==> config.mk <==
export PLATFORM = sky130hd
export DESIGN_NAME = multi_edge_debounce
export DESIGN_NICKNAME = d
export VERILOG_FILES = /design/src/rtl/multi_edge_debounce_pkg.sv /design/src/rtl/multi_edge_debounce_channel.sv /design/src/rtl/multi_edge_debounce.sv
export SDC_FILE = /design/constraint.sdc
export NUM_CORES = 1
export LEC_CHECK = 0
export BUFFER_PORTS_ARGS = -buffer_cell sky130_fd_sc_hd__buf_2
export CORE_MARGIN = 8
export CORE_UTILIZATION = 45
export DETAILED_ROUTE_END_ITERATION = 7
export PLACE_DENSITY_LB_ADDON = 0.3
export RECOVER_POWER = 100
export SLEW_MARGIN = 5
export SYNTH_ARGS = -nofsm -noshare
export SYNTH_HDL_FRONTEND = slang
export SYNTH_SLANG_ARGS = --single-unit
==> constraint.sdc <==
create_clock -name CLK -period 3.9 [get_ports CLK]
set_clock_uncertainty 0.05 [all_clocks]
set_input_delay 0.585 -clock CLK [delete_from_list [all_inputs] [get_ports CLK]]
set_output_delay 0.585 -clock CLK [all_outputs]
set_load 0.01 [all_outputs]
==> src/rtl/multi_edge_debounce_pkg.sv <==
// Shared constants for the multi-channel key/pin debouncer: edge-select
// encodings, default 50 MHz timing and a width helper.
package multi_edge_debounce_pkg;

  localparam logic [1:0] EDGE_NONE = 2'b00;
  localparam logic [1:0] EDGE_H2L  = 2'b01;
  localparam logic [1:0] EDGE_L2H  = 2'b10;
  localparam logic [1:0] EDGE_BOTH = 2'b11;

  localparam int T100US = 4_999;
  localparam int T20MS  = 1_000_000;

  function automatic int clog2(input int v);
    int r;
    r = 0;
    for (int i = 0; i < 31; i++)
      if ((1 << i) < v) r = i + 1;
    return r;
  endfunction

  // Counter width never collapses to zero bits for degenerate lengths.
  function automatic int cnt_w(input int v);
    return (clog2(v) < 1) ? 1 : clog2(v);
  endfunction

endpackage

==> src/rtl/multi_edge_debounce_channel.sv <==
// One channel: synchroniser, debounce counter, debounced level and
// registered one-cycle edge pulses gated by the shared ready signal.
module debounce_channel
  import multi_edge_debounce_pkg::*;
#(
  parameter int   SYNC_STAGES     = 2,
  parameter int   DEBOUNCE_CYCLES = 4,
  parameter logic IDLE_LEVEL      = 1'b1
) (
  input  logic clk,
  input  logic rst,
  input  logic pin,
  input  logic gate,
  output logic level,
  output logic h2l,
  output logic l2h
);

  localparam int CW = cnt_w(DEBOUNCE_CYCLES);
  localparam logic [CW-1:0] CNT_MAX = CW'(DEBOUNCE_CYCLES - 1);

  logic [SYNC_STAGES-1:0] sync_q, sync_d;
  logic [CW-1:0]          cnt_q, cnt_d;
  logic                   level_q, level_d;
  logic                   h2l_q, h2l_d;
  logic                   l2h_q, l2h_d;
  logic                   sync_s;

  assign sync_s = sync_q[SYNC_STAGES-1];

  always_comb begin
    sync_d  = {sync_q[SYNC_STAGES-2:0], pin};
    level_d = level_q;
    cnt_d   = cnt_q;
    h2l_d   = 1'b0;
    l2h_d   = 1'b0;
    if (sync_s == level_q) begin
      cnt_d = '0;
    end else if (cnt_q == CNT_MAX) begin
      // Level follows even while gated so blanking swallows the change.
      level_d = sync_s;
      cnt_d   = '0;
      h2l_d   = gate & level_q;
      l2h_d   = gate & ~level_q;
    end else begin
      cnt_d = cnt_q + CW'(1);
    end
  end

  always_ff @(posedge clk) begin
    if (rst) begin
      sync_q  <= {SYNC_STAGES{IDLE_LEVEL}};
      cnt_q   <= '0;
      level_q <= IDLE_LEVEL;
      h2l_q   <= 1'b0;
      l2h_q   <= 1'b0;
    end else begin
      sync_q  <= sync_d;
      cnt_q   <= cnt_d;
      level_q <= level_d;
      h2l_q   <= h2l_d;
      l2h_q   <= l2h_d;
    end
  end

  assign level = level_q;
  assign h2l   = h2l_q;
  assign l2h   = l2h_q;

endmodule

==> src/rtl/multi_edge_debounce.sv <==
// N-channel debounced edge detector with start-up blanking and sticky
// per-channel event flags cleared by software.
module multi_edge_debounce
  import multi_edge_debounce_pkg::*;
#(
  parameter int             N               = 4,
  parameter int             SYNC_STAGES     = 2,
  parameter int             DEBOUNCE_CYCLES = T20MS,
  parameter int             STARTUP_CYCLES  = T100US,
  parameter logic [N-1:0]   IDLE_LEVEL      = {N{1'b1}},
  parameter logic [2*N-1:0] EDGE_SEL        = {N{2'b01}}
) (
  input  logic         CLK,
  input  logic         RST,
  input  logic [N-1:0] pin_in,
  input  logic [N-1:0] Evt_Clr,
  output logic         Ready,
  output logic [N-1:0] Level,
  output logic [N-1:0] H2L_Sig,
  output logic [N-1:0] L2H_Sig,
  output logic [N-1:0] Evt_Pend
);

  localparam int SW = cnt_w(STARTUP_CYCLES + 1);
  localparam logic [SW-1:0] ST_MAX = SW'(STARTUP_CYCLES);

  logic [SW-1:0] start_q, start_d;
  logic          ready_q, ready_d;
  logic [N-1:0]  evt_q, evt_d;
  logic [N-1:0]  sel_h2l, sel_l2h;

  for (genvar i = 0; i < N; i++) begin : g_ch
    debounce_channel #(
      .SYNC_STAGES    (SYNC_STAGES),
      .DEBOUNCE_CYCLES(DEBOUNCE_CYCLES),
      .IDLE_LEVEL     (IDLE_LEVEL[i])
    ) u_ch (
      .clk  (CLK),
      .rst  (RST),
      .pin  (pin_in[i]),
      .gate (ready_q),
      .level(Level[i]),
      .h2l  (H2L_Sig[i]),
      .l2h  (L2H_Sig[i])
    );
    assign sel_h2l[i] = (EDGE_SEL[2*i +: 2] == EDGE_H2L) || (EDGE_SEL[2*i +: 2] == EDGE_BOTH);
    assign sel_l2h[i] = (EDGE_SEL[2*i +: 2] == EDGE_L2H) || (EDGE_SEL[2*i +: 2] == EDGE_BOTH);
  end

  always_comb begin
    start_d = (start_q == ST_MAX) ? start_q : start_q + SW'(1);
    ready_d = ready_q | (start_q == ST_MAX);
    // Set is ORed after the clear so a same-cycle event is never lost.
    evt_d   = (evt_q & ~Evt_Clr) | (sel_h2l & H2L_Sig) | (sel_l2h & L2H_Sig);
  end

  always_ff @(posedge CLK) begin
    if (RST) begin
      start_q <= '0;
      ready_q <= 1'b0;
      evt_q   <= '0;
    end else begin
      start_q <= start_d;
      ready_q <= ready_d;
      evt_q   <= evt_d;
    end
  end

  assign Ready    = ready_q;
  assign Evt_Pend = evt_q;

endmodule

==> results of run 1 <==
[worst max-delay path, cell delays in order, from the launching register on]
cell	delay [ns]
dfxtp_1	0.37
nand3_1	0.12
or4b_1	0.55
o21ai_0	1.42
nor2_1	0.12
[worst paths after layout]
check / startpoint / endpoint / slack [ns] / cells after the start
min: pin_in[3] / g_ch[3].u_ch.sync_q[0] / 0.32 / 2
max: g_ch[1].u_ch.cnt_q[16] / g_ch[1].u_ch.cnt_q[13] / 1.07 / 4
min reg2reg: g_ch[0].u_ch.sync_q[0] / g_ch[0].u_ch.sync_q[1] / 0.36 / 1
max reg2reg: g_ch[1].u_ch.cnt_q[16] / g_ch[1].u_ch.cnt_q[13] / 1.07 / 4
[registers in the layout (all words and copies together), names as in the netlist]
name	flops
Evt_Pend	4
Ready	1
g_ch.u_ch.cnt_q	80
g_ch.u_ch.h2l	4
g_ch.u_ch.l2h	4
g_ch.u_ch.level	4
g_ch.u_ch.sync_q	8
start_q	13
[cell families after synthesis]
kind of cell,Yosys count,synth area share [%]
xor+xnor,63,10.8
mux,1,0.196
simple gates,281,29.5
compound gates,64,7.21
buf+inv,51,4.81
fa+ha+maj,5,1.23
flops,118,46.3
[cell usage in the layout (no fill, tap or decap), types with 3 or more instances in the layout]
cell / instances
dfxtp_1: 118
nor2_1: 84
xnor2_1: 42
nand3_1: 36
nand2_1: 31
a21oi_1: 30
inv_1: 25
clkbuf_1: 23
o21ai_0: 22
nand4_1: 21
xor2_1: 21
or3_1: 19
nor3_1: 19
clkbuf_16: 17
or4_1: 11
nor4_1: 10
and3_1: 9
and4_1: 8
or2_2: 8
buf_2: 8
nor4b_1: 7
o31ai_1: 5
ha_1: 5
clkinv_2: 5
nand2b_1: 3
and4b_1: 3
clkbuf_8: 3
[routing by layer]
metal | up-vias | track usage, %
met2 | 57 | 22.3
li1 | 2081 | -
met3 | 13 | 4.42
met4 | 0 | 7.08
met1 | 1875 | 16.9
met5 | - | 0
[stage by stage]
stage	instances	cell area (sq um)	worst slack (ns)
after floorplan	583	5100	1.92
after global placement	728	5280	1.77
after detailed placement	728	5280	1.68
after CTS	760	5850	1.69
after global routing	760	5810	0.771
final	760	5810	1.07
[power groups by stage]
stage / Combinational [mW] / Clock [mW] / Sequential (mW)
final: 0.0309 / 1.50 / 1.22
after global routing: 0.0357 / 1.59 / 1.22
after CTS: 0.0328 / 1.54 / 1.22
after detailed placement: 0.0328 / 0 / 1.25
after global placement: 0.0313 / 0 / 1.25
after floorplan: 0.0230 / 0 / 1.24
[area by class of cell]
type                       count  area (sq um)
tap                          143           179
clock inverter                 9           100
inverter                      25          93.8
timing repair buffer          28           115
clock buffer                  23           478
fill                        1068          5420
multi-input combinational    414          2480
sequential                   118          2360
==> reports/results.tsv, run 1 <==
stage	metric	value	unit
clocking	hold bufs inserted after CTS	0	
worst_setup_path	Worst Path Max Fanout	18	
drt	met3 WL post-DR	444	microns
global_routing	vias in the first global route	3753	
global_routing	first-pass GRT wire length	16900	microns
yosys	Post-synth EDFFs	0	
pwr	Power Total	2.76	mW
pwr	Net Sw Frac	19.8	%
clocking	H-tree levels	4	
worst_setup_path	CP Launch Type	register	
global_routing	largest net degree at the start of global routing	35	
pwr	worst vdd ir	0.259	mV
final_layout	antenna cells	0	
pwr	pwr dens	475	mW/mm^2
placed_design	detailed-placement wirelength estimate	6730	microns
timing	period utilisation layout	72.5	%
final_layout	share of cells above drive strength 1	8.43	%
timing	Rel. slew slack	-23.7	%
worst_setup_path	Setup CP Type	reg2reg	
drt	router iterations before antenna repair	4	
pwr	Clock Power Share	54.6	%
final_layout	area grow syn2layout	13.8	%
clocking	CTS clk-pin slew, worst paths	0.05	ns
drt	Iter 0 DRT Violations	264	
yosys	syn_nets	598	
outcome	status	complete, but fails checks	
drt	Via density	5.30	
floorplan	core area	0.0112	sq mm
floorplan	initial core utilization	45.5	%
pwr	NetSw	0.547	mW
yosys	Syn Inst Count	583	
yosys	most frequently used flop master after synthesis	dfxtp_1	
drt	Met1 Wirelength	4680	microns
pwr	static leakage	1.84	nW
final_layout	Final Util	51.8	%
yosys	area leader, netlist	dfxtp_1	
drt	number of vias in the routed layout	4026	
floorplan	chip height	122	microns
clocking	CTS tree	built	
yosys	ranking of synthesized cells by area	dfxtp_1, xnor2_1, nor2_1	
drt	met2 wire length	4480	microns
timing	Hold Violations, Final	0	
global_routing	Global Route Usage Sum	14.1	%
floorplan	IO Count	27	
clocking	Bufs on Longest Clock Path	2	
clocking	cts bufs inserted	17	
clocking	Clk Latency, worst-skew pair	0.41	ns
timing	Final setup viols	0	
clocking	post-cts sizing count	0	
outcome	failing checks	capacitance limit, slew limit	
floorplan	die area	0.0150	sq mm
timing	Slew @ Worst Pin	1.84	ns
timing	Pins Over Slew Limit	19	
yosys	Synth top area share	46.3	%
yosys	Ys Warns	0	
yosys	Avg Inst Size Synth	8.75	sq um
final_layout	# nets final	619	
pwr	P_int	2.21	mW
worst_setup_path	Worst Path Required	4.07	ns
yosys	top post-synthesis cells by count	dfxtp_1, nor2_1, xnor2_1	
drt	WL/cell	12.8	microns
floorplan	Die Wd	122	microns
pwr	Logic pwr share	1.1	%
clocking	clk root buf	clkbuf_16	
timing	fmax	0.354	GHz
yosys	Mapped Area	0.00510	sq mm
worst_setup_path	Critical Path AT	3.00	ns
yosys	Seq/Total Area, Yosys	46.3	%
hold_path	Worst Hold Class	in2reg	
floorplan	cell row count	39	
drt	Total Wirelength	9750	microns
timing	setup TNS	0	ns
worst_setup_path	Worst Setup End Kind	register	
timing	RSZ-0062 raised after global routing	false	
placed_design	PortBufs	26	
clocking	Post-CTS Setup Inserts	0	
yosys	Post-synth ARST share	0	%
yosys	Seq cells post-synth	118	
pwr	Sequential Power Share	44.3	%
timing	Fin Hold WS	0.315	ns
yosys	top-count cell post-synth	dfxtp_1	
drt	max layer used	met4	
run	Max-cap violations	1	
timing	fin crit period	2.83	ns
placed_design	RePlAce Congestion	0.792	
global_routing	GRT overflow	0	
drt	Final ANT Viol Nets	0	
yosys	Cell variety after synth	44	
global_routing	initial antenna violation count	0	
clocking	clock sink total	118	
drt	drc violations	0	
Power figures use the tool's default switching activity.
==> run 2, diff against run 1 <==
--- a/config.mk
+++ b/config.mk
@@ -5,6 +5,7 @@
 export SDC_FILE = /design/constraint.sdc
 export NUM_CORES = 1
 export LEC_CHECK = 0
+export ABC_AREA = 1
 export BUFFER_PORTS_ARGS = -buffer_cell sky130_fd_sc_hd__buf_2
 export CORE_MARGIN = 8
 export CORE_UTILIZATION = 45
==> constraint.sdc (replaced) <==
create_clock -name CLK -period 2.5 [get_ports CLK]
set_clock_uncertainty 0.05 [all_clocks]
set_input_delay 0.375 -clock CLK [delete_from_list [all_inputs] [get_ports CLK]]
set_output_delay 0.375 -clock CLK [all_outputs]
set_load 0.01 [all_outputs]
==> run 2 against run 1 <==
Net effect: die area rose by 11%; first-iteration DRC count is 14% higher; final area is 11% higher; worst setup slack got worse by 0.46 ns; critical endpoint is now g_ch[3].u_ch.cnt_q[9]; sequential share of layout area down 4.1 points; clock-buffer cell count fell by 1; sequential cell count is the same; utilization is 0.39 points lower; the flow now finishes without violations; synthesized cell count is 42% higher; non-clock buffer count fell by 1; total power is 55% higher.
==> reports/results.tsv, run 2 <==
stage	metric	value	unit	change
yosys	top-count cell post-synth	nand2_1		
floorplan	Die Wd	129	microns	+5.5%
final_layout	most common cell after layout, fill and taps aside	nand2_1		
worst_setup_path	slowest cell on the critical path	dfxtp_1		
placed_design	RePlAce Congestion	0.868		+9.7%
placed_design	dpl ws	0.917	ns	-0.766 ns
final_layout	most frequent cells in the layout	nand2_1, nor2_1, dfxtp_1		
pwr	worst vdd ir	0.419	mV	+62%
drt	number of vias in the routed layout	4927		+22%
timing	setup TNS	0	ns	unchanged
placed_design	detailed-placement wirelength estimate	8570	microns	+27%
clocking	cts bufs inserted	17		unchanged
drt	Final ANT Viol Nets	0		unchanged
pwr	static leakage	2.28	nW	+24%
clocking	post-cts sizing count	0		unchanged
timing	Hold Violations, Final	0		unchanged
floorplan	core area	0.0126	sq mm	+12%
worst_setup_path	CP Launch Type	register		
drt	router iterations before antenna repair	6		+2
timing	Pins Over Slew Limit	0		-19
final_layout	Top reg by flops	g_ch.u_ch.cnt_q		
final_layout	area grow syn2layout	12.0	%	
yosys	Mapped Area	0.00577	sq mm	+13%
timing	Final setup viols	0		unchanged
worst_setup_path	Critical Path AT	2.12	ns	-0.88 ns
hold_path	hold path depth	2		unchanged
worst_setup_path	reg-to-reg slack, setup	0.61	ns	-0.46 ns
final_layout	share of cells above drive strength 1	7.25	%	-1.2 points
yosys	Post-synth ARST share	0	%	unchanged
placed_design	Post-Place Cells	1010		+39%
worst_setup_path	Setup CP Type	reg2reg		
clocking	CTS clk-pin slew, worst paths	0.05	ns	about the same
drt	Via density	4.73		-11%
global_routing	Global Route Usage Sum	15.3	%	+1.2 points
global_routing	initial antenna violation count	0		unchanged
yosys	Avg Inst Size Synth	6.95	sq um	-21%
floorplan	die area	0.0167	sq mm	+11%
drt	Total Wirelength	11800	microns	+21%
global_routing	first-pass GRT wire length	20600	microns	+22%
floorplan	cell row count	41		+5.1%
global_routing	vias in the first global route	4626		+23%
yosys	Cell variety after synth	34		-23%
worst_setup_path	cell with the most instances on the worst path	nand3_1		
clocking	H-tree levels	4		unchanged
final_layout	max reg flops	80		unchanged
final_layout	antenna cells	0		unchanged
worst_setup_path	critical-path cell list	ha_1 > nand3_1 > nor2_1 > nand3_1 > nand2_4 > a21oi_1		
final_layout	Final Util	51.4	%	-0.39 points
yosys	Ys Warns	0		unchanged
floorplan	IO Count	27		unchanged
timing	final worst slack	0.615	ns	-0.459 ns
drt	Iter 0 DRT Violations	300		+14%
hold_path	Worst Hold Class	in2reg		
clocking	Clk Latency, worst-skew pair	0.41	ns	about the same
timing	fin crit period	1.89	ns	-0.941 ns
yosys	Synth top area share	41.0	%	-5.3 points
clocking	clock sink total	118		unchanged
worst_setup_path	crit-path max cell delay	0.43	ns	-0.99 ns
clocking	clk root buf	clkbuf_16		
pwr	Power Total	4.27	mW	+55%
yosys	ranking of synthesized cells by area	dfxtp_1, nand2_1, nor2_1		
timing	Slew @ Worst Pin	0.915	ns	-0.921 ns
global_routing	largest net degree at the start of global routing	20		-43%
yosys	Seq/Total Area, Yosys	41.0	%	-5.3 points
final_layout	# nets final	872		+41%
timing	period utilisation layout	75.4	%	+3.0 points
clocking	Post-CTS Setup Inserts	0		unchanged
yosys	syn_nets	845		+41%
placed_design	PortBufs	26		unchanged
timing	Rel. slew slack	39.0	%	+63 points
worst_setup_path	R2R Path End	g_ch[3].u_ch.cnt_q[9]		
yosys	Syn Inst Count	830		+42%
drt	drc violations	0		unchanged
run	Max-cap violations	0		-1
yosys	area leader, netlist	dfxtp_1		
worst_setup_path	Worst Setup End Kind	register		
floorplan	chip height	129	microns	+5.5%
outcome	status	complete, no violations		
yosys	top post-synthesis cells by count	nand2_1, nor2_1, dfxtp_1		
drt	WL/cell	11.4	microns	-11%
final_layout	# fillers	1281		+20%
worst_setup_path	Worst Path Max Fanout	17		-1
final_layout	final cell count without fillers	1041		+37%
timing	fmax	0.530	GHz	+50%
yosys	Post-synth EDFFs	0		unchanged
floorplan	initial core utilization	45.9	%	+0.41 points
clocking	Bufs on Longest Clock Path	2		unchanged
global_routing	GRT overflow	0		unchanged
yosys	Seq cells post-synth	118		unchanged
worst_setup_path	FF-to-FF path depth	6		+2
final_layout	Top Registers	g_ch.u_ch.cnt_q: 80 flops, start_q: 13 flops, g_ch.u_ch.sync_q: 8 flops		
hold_path	Hold Path End	g_ch[1].u_ch.sync_q[0]		
hold_path	Hold Crit Start	pin_in[1]		
pwr	pwr dens	662	mW/mm^2	+39%
timing	RSZ-0062 raised after global routing	false		
yosys	most frequently used flop master after synthesis	dfxtp_1		
worst_setup_path	worst reg2reg path startpoint	g_ch[3].u_ch.cnt_q[0]		
clocking	CTS tree	built		
worst_setup_path	Worst Path Required	2.74	ns	-1.33 ns
clocking	hold bufs inserted after CTS	0		unchanged
==> run 2: logic make-up after synthesis <==
| family | share of synthesized area, % |
|---|---|
| flip-flops | 41.0 |
| XOR/XNOR | 5.92 |
| adder cells (fa/ha/maj) | 1.09 |
| AND/OR/NAND/NOR | 38.5 |
| buffers and inverters | 8.75 |
| AO/OA/AOI/OAI | 4.73 |
==> run 2: how the worst max path moves through the flow <==
stage                          startpoint                endpoint  slack (ns)  depth (start not counted)
CTS                 g_ch[3].u_ch.cnt_q[0]  g_ch[3].u_ch.cnt_q[18]        0.90                          8
finish              g_ch[3].u_ch.cnt_q[0]   g_ch[3].u_ch.cnt_q[9]        0.61                          6
global route        g_ch[0].u_ch.cnt_q[0]  g_ch[0].u_ch.cnt_q[12]        0.44                          6
floorplan           g_ch[3].u_ch.cnt_q[0]  g_ch[3].u_ch.cnt_q[12]        1.06                          7
global placement    g_ch[3].u_ch.cnt_q[0]  g_ch[3].u_ch.cnt_q[12]        0.96                          6
detailed placement  g_ch[0].u_ch.cnt_q[0]  g_ch[0].u_ch.cnt_q[12]        0.92                          6
==> run 2: layout make-up <==
| cell class | count | area, sq um | share of cell area [%] |
|---|---|---|---|
| sequential | 118 | 2360 | 36.6 |
| multi-input combinational | 600 | 2850 | 44.1 |
| inverter | 93 | 350 | 5.43 |
| tap | 172 | 215 | 3.33 |
| clock inverter | 9 | 103 | 1.59 |
| clock buffer | 22 | 464 | 7.19 |
| timing repair buffer | 27 | 111 | 1.73 |
==> run 2: per-stage QoR <==
stage                     area (sq um)  hold WS, ns
after floorplan                   5770        0.339
after global placement            5960        0.348
after detailed placement          5960        0.344
after CTS                         6530       0.0823
after global routing              6450       0.0823
final                             6450        0.100
==> run 2: layer usage <==
metal	up-vias	wire length, microns	GRT usage (%)
met4	0	252	7.81
met3	21	465	4.52
met5	-	0	0
met2	67	5160	23.6
li1	2643	-	-
met1	2196	5970	18.9
==> run 2: critical path, delay by kind of cell (launching register included) <==
kind | cells | cell delay [ns]
DFF | 1 | 0.43
and+or+nand+nor | 4 | 0.99
AOI/OAI and AO/OA | 1 | 0.07
adders and majority gates | 1 | 0.22
==> run 2: where the power goes <==
part	internal (mW)	total [mW]	switching [mW]
clock network	1.50	2.31	0.811
registers	1.90	1.90	0.00839
logic	0.0192	0.0519	0.0327
total	3.42	4.27	0.852
